===== src/rtl/sha256_w_schedule.sv =====
// SHA-256 message schedule: loads a 16-word block, then issues W[0..63] one per round
// from a 16-word sliding window, advanced by the compressor's w_next strobe.
module sha256_w_schedule #(
    parameter int WORD_W      = 32,
    parameter int BLOCK_WORDS = 16,
    parameter int NUM_ROUNDS  = 64
) (
    input  logic              clk,
    input  logic              rst,
    input  logic              abort,
    input  logic              word_valid,
    output logic              word_ready,
    input  logic [WORD_W-1:0] word_data,
    output logic              w_valid,
    input  logic              w_next,
    output logic [WORD_W-1:0] w_data,
    output logic [5:0]        w_round,
    output logic              w_first,
    output logic              w_last,
    output logic              block_done
);

    localparam int CW = $clog2(BLOCK_WORDS);

    typedef enum logic {
        S_LOAD,
        S_RUN
    } state_t;

    state_t            r_state;
    logic [WORD_W-1:0] r_win [BLOCK_WORDS];
    logic [CW-1:0]     r_cnt;
    logic [5:0]        r_round;
    logic              r_valid;
    logic              r_rdy;
    logic              r_done;

    logic [WORD_W-1:0] w_s0;
    logic [WORD_W-1:0] w_s1;
    logic [WORD_W-1:0] w_new;

    function automatic logic [31:0] rotr(input logic [31:0] x, input int n);
        return (x >> n) | (x << (32 - n));
    endfunction

    always_comb begin
        w_s0  = rotr(r_win[1], 7) ^ rotr(r_win[1], 18) ^ (r_win[1] >> 3);
        w_s1  = rotr(r_win[14], 17) ^ rotr(r_win[14], 19) ^ (r_win[14] >> 10);
        w_new = w_s1 + r_win[9] + w_s0 + r_win[0];
    end

    always_ff @(posedge clk or posedge rst) begin
        if (rst) begin
            r_state <= S_LOAD;
            for (int i = 0; i < BLOCK_WORDS; i++) r_win[i] <= '0;
            r_cnt   <= '0;
            r_round <= '0;
            r_valid <= 1'b0;
            r_rdy   <= 1'b1;
            r_done  <= 1'b0;
        end else if (abort) begin
            r_state <= S_LOAD;
            for (int i = 0; i < BLOCK_WORDS; i++) r_win[i] <= '0;
            r_cnt   <= '0;
            r_round <= '0;
            r_valid <= 1'b0;
            r_rdy   <= 1'b1;
            r_done  <= 1'b0;
        end else begin
            r_done <= 1'b0;
            unique case (r_state)
                S_LOAD: begin
                    if (word_valid && r_rdy) begin
                        for (int i = 0; i < BLOCK_WORDS - 1; i++) r_win[i] <= r_win[i+1];
                        r_win[BLOCK_WORDS-1] <= word_data;
                        if (r_cnt == CW'(BLOCK_WORDS - 1)) begin
                            r_cnt   <= '0;
                            r_state <= S_RUN;
                            r_round <= '0;
                            r_valid <= 1'b1;
                            r_rdy   <= 1'b0;
                        end else begin
                            r_cnt <= r_cnt + 1'b1;
                        end
                    end
                end
                S_RUN: begin
                    if (w_next && r_valid) begin
                        for (int i = 0; i < BLOCK_WORDS - 1; i++) r_win[i] <= r_win[i+1];
                        r_win[BLOCK_WORDS-1] <= w_new;
                        if (r_round == 6'(NUM_ROUNDS - 1)) begin
                            r_state <= S_LOAD;
                            r_round <= '0;
                            r_valid <= 1'b0;
                            r_rdy   <= 1'b1;
                            r_done  <= 1'b1;
                        end else begin
                            r_round <= r_round + 1'b1;
                        end
                    end
                end
                default: r_state <= S_LOAD;
            endcase
        end
    end

    // ready is held low for the whole time rst is asserted
    assign word_ready = r_rdy & ~rst;
    assign w_valid    = r_valid;
    assign w_data     = r_valid ? r_win[0] : '0;
    assign w_round    = r_round;
    assign w_first    = r_valid && (r_round == 6'd0);
    assign w_last     = r_valid && (r_round == 6'(NUM_ROUNDS - 1));
    assign block_done = r_done;

endmodule


===== config.mk =====
export PLATFORM = sky130hd
export DESIGN_NAME = sha256_w_schedule
export DESIGN_NICKNAME = d
export VERILOG_FILES = /design/src/rtl/sha256_w_schedule.sv
export SDC_FILE = /design/constraint.sdc
export NUM_CORES = 2
export LEC_CHECK = 0
export ABC_AREA = 0
export CORE_MARGIN = 3
export CORE_UTILIZATION = 45
export CTS_CLUSTER_SIZE = 20
export DETAILED_ROUTE_END_ITERATION = 16
export DONT_BUFFER_PORTS = 1
export GPL_ROUTABILITY_DRIVEN = 1
export PLACE_DENSITY = 0.67
export SETUP_SLACK_MARGIN = 0.2
export SLEW_MARGIN = 10
export SYNTH_ARGS = -nofsm -noshare
export SYNTH_HDL_FRONTEND = slang
export SYNTH_SLANG_ARGS = --single-unit

===== constraint.sdc =====
create_clock -name clk -period 22.4 [get_ports clk]
set_clock_uncertainty 0.1 [all_clocks]
set_input_delay 2.24 -clock clk [delete_from_list [all_inputs] [get_ports clk]]
set_output_delay 2.24 -clock clk [all_outputs]
set_load 0.02 [all_outputs]

==> results.cfg <==
[pwr]
switchingPower_w = 0.000541
power_frac_seq = 0.461
power_density_nw_per_um2 = 75.3
pwr-share-clk = 0.450
p_leak_nw = 14.5
p_int_w = 0.00161
peakVddDrop_mv = 0.0615
swShare = 0.251
combPwrFrac = 0.089

[setup_path]
crit_top_cell = buf_4
path_buf_inv = 3
rr_endpoint = r_win[24]
r2r_slack_ns = 17.57
r2r.worst_path.cells = 14
crit_fanout = 495
crit_path_top_delay_cell = buf_4
slowest_delay_ns = 0.94
rr_startpoint = r_win[455]
crit_path_end_kind = register
critPathTopFamily = buffers and inverters
cp.arrival_ns = 5.86
path_class = in -> reg
worstSetupStartpointType = input pin
path_cells = a31o_2, nor2_4, buf_4, buf_4, buf_4, nand2_1, o31ai_1
crit_required_ns = 22.77

[sta]
finalSetupViolCount = 0
tightest_slew_ns = 1.58
period_minus_slack_ns = 5.49
tns_ns = 0
hold_ws_ns = 0.364
slew_headroom = -0.0527
hold_violations = 0
rsz0062_at_grt = false
slew_violations = 135
max_freq_mhz = 182
min_period_over_period = 0.245
setup_ws_ns = 16.91

[clock_network]
cts_tree = yes
clockBufferDepth = 3
cts-root-buf = clkbuf_16
clock_latency_ns = 0.63
ctsResizeCount = 0
cts_setup_buffers = 0
cts_inserted_buffers = 54
htree_levels = 2
cts.reportedPaths.clkPinSlew_ns = 0.06
postCtsHoldBufs = 0
numClockSinks = 526

[detailed_routing]
postRouteAntennaNets = 0
wl_um = 64900
wl_met1_um = 30000
post_drt_wl_per_cell_um = 18.6
post-route-drc-count = 0
vias = 18809
avgViaCountPerCell = 5.38
met2_length_um = 29400
dr.pass1.iters = 9
drt_iter0_drc = 1897
top_layer_used = met4
wl_met3_um = 3580

[floorplan]
num_io_pins = 80
die_h_um = 248
die_area_um2 = 61600
core_area_um2 = 57800
initial_core_util = 0.456
rows = 88
die_x_um = 248

[finish]
drive_gt1_frac = 0.0439
area_growth_pct = 8.35
layout_commonest_cell = nand2_1
instances_no_fill = 3498
layout_common_cells = 858 x nand2_1, 525 x dfrtp_1, 450 x nand3b_1
fillerInstances = 5336
utilization = 0.495
fin_nets = 2819

[synth]
ys_ff_latch = 526
synth-seq-area-share = 0.499
ys_types = 52
synth_top_flop_cell = dfrtp_1
syn-mean-instance-area_um2 = 9.27
synthMuxAreaShare = 0.00266
synthArstFlopShare = 1.00
synth-compound-area-share = 0.0588
yosys.area_share.simple = 0.276
synth_top_family_by_area = simple AND/OR/NAND/NOR gates
syn_nets = 2978
ys_warn_count = 0
netlist_area_um2 = 26400
synth_adder_area_share = 0.0632
synth_cells = 2845
synth_xor_area_frac = 0.0478
synth_edf_count = 0

[status]
violations = max-slew violations
status = finished, violations left

[placed_design]
dpl.hpwl_um = 42400
routabilityCongestion = 0.931
port_buffers = 0
dp_cells = 3395
place_ws_ns = 16.33

[hold_path]
hp-start = r_win[405]
min_to = r_win[405]
hold_depth = 2
hold_path.class = reg -> reg

[global_route]
grt_usage = 0.213
grt_pass1_vias = 18163
grt_pass1_wl_um = 103000
grt_max_degree = 496
antenna_found_initial = 1
grt_remaining_overflow = 0

[run]
max_cap_violations = 0
==> logic make-up after synthesis <==
kind of cell    Yosys count
mux                       7
flops                   526
xor+xnor                144
buf+inv                 367
simple gates           1451
fa+ha+maj                96
compound gates          254
==> per-layer routing <==
metal,up-vias,global-route usage
met1,9377,0.313
met2,455,0.325
met4,0,0.0652
met3,108,0.0354
met5,-,0
li1,8869,-
==> power by group through the flow <==
stage / combinational (W) / sequential, W / clock [W]
finish: 0.000191 / 0.000993 / 0.000969
global route: 0.000212 / 0.000994 / 0.00103
CTS: 0.000190 / 0.000992 / 0.000992
detailed placement: 0.000189 / 0.00101 / 0
global placement: 0.000187 / 0.00101 / 0
floorplan: 0.000158 / 0.000996 / 0
==> stage by stage <==
stage                     total power (W)  area [µm²]
final                             0.00215       28600
after global routing              0.00224       28600
after CTS                         0.00217       28600
after detailed placement          0.00120       26600
after global placement            0.00120       26600
after floorplan                   0.00115       26400
==> tightest hold or removal path, delay by kind of cell, from the launching register on <==
kind / cells / cell delay [ns]
and+or+nand+nor: 2 / 0.10
DFF: 1 / 0.34
==> state kept, by name, summed over array words and instances (netlist names) <==
register and flops:
r_state 1, block_done 1, r_rdy 1, r_cnt 4, w_valid 1, r_win 512
w_round 6
==> worst max path at each step <==
| stage | start | to | cells past startpoint | slack [ns] |
|---|---|---|---|---|
| 2_1_floorplan | rst | block_done | 1 | 5.36 |
| 4_1_cts | word_valid | r_win[373] | 8 | 16.97 |
| 3_3_place_gp | word_valid | r_win[363] | 8 | 16.45 |
| 6_report | abort | r_win[245] | 7 | 16.91 |
| 5_1_grt | word_valid | r_win[213] | 8 | 16.58 |
| 3_5_place_dp | word_valid | r_win[373] | 8 | 16.33 |
==> area by class of cell <==
class	count	area, µm²	area share
Multi-Input combinational cell	1952	11900	0.415
Timing Repair Buffer	17	140	0.00490
Clock buffer	78	1600	0.0560
Clock inverter	24	359	0.0126
Sequential cell	526	13200	0.460
Inverter	135	514	0.0180
Tap cell	765	957	0.0335
Antenna cell	1	2.50	0.0000875
==> cell usage after synthesis, drive strengths merged (2+ instances only) <==
master | instances | area (µm²)
nand2 | 859 | 3220
dfrtp | 525 | 13100
nand3b | 450 | 3380
clkbuf | 213 | 800
inv | 135 | 507
o21ai | 108 | 541
nor2 | 75 | 282
xnor2 | 75 | 657
xor2 | 69 | 604
fa | 62 | 1240
a21oi | 49 | 245
o31ai | 35 | 263
ha | 34 | 425
buf | 19 | 80.1
and3 | 15 | 93.8
nand3 | 15 | 75.1
a221oi | 13 | 120
a21o | 12 | 90.1
a31oi | 11 | 68.8
nand4 | 9 | 56.3
mux2i | 7 | 70.1
nor3 | 6 | 30.0
nand2b | 5 | 31.3
a211o | 4 | 35.0
nor4 | 4 | 25.0
o21bai | 4 | 30.0
a211oi | 3 | 27.5
nor2b | 3 | 18.8
o22ai | 3 | 18.8
or4 | 3 | 22.5
and2 | 2 | 12.5
o21a | 2 | 15.0
o32ai | 2 | 25.0
or2 | 2 | 12.5
Power figures use the tool's default switching activity.
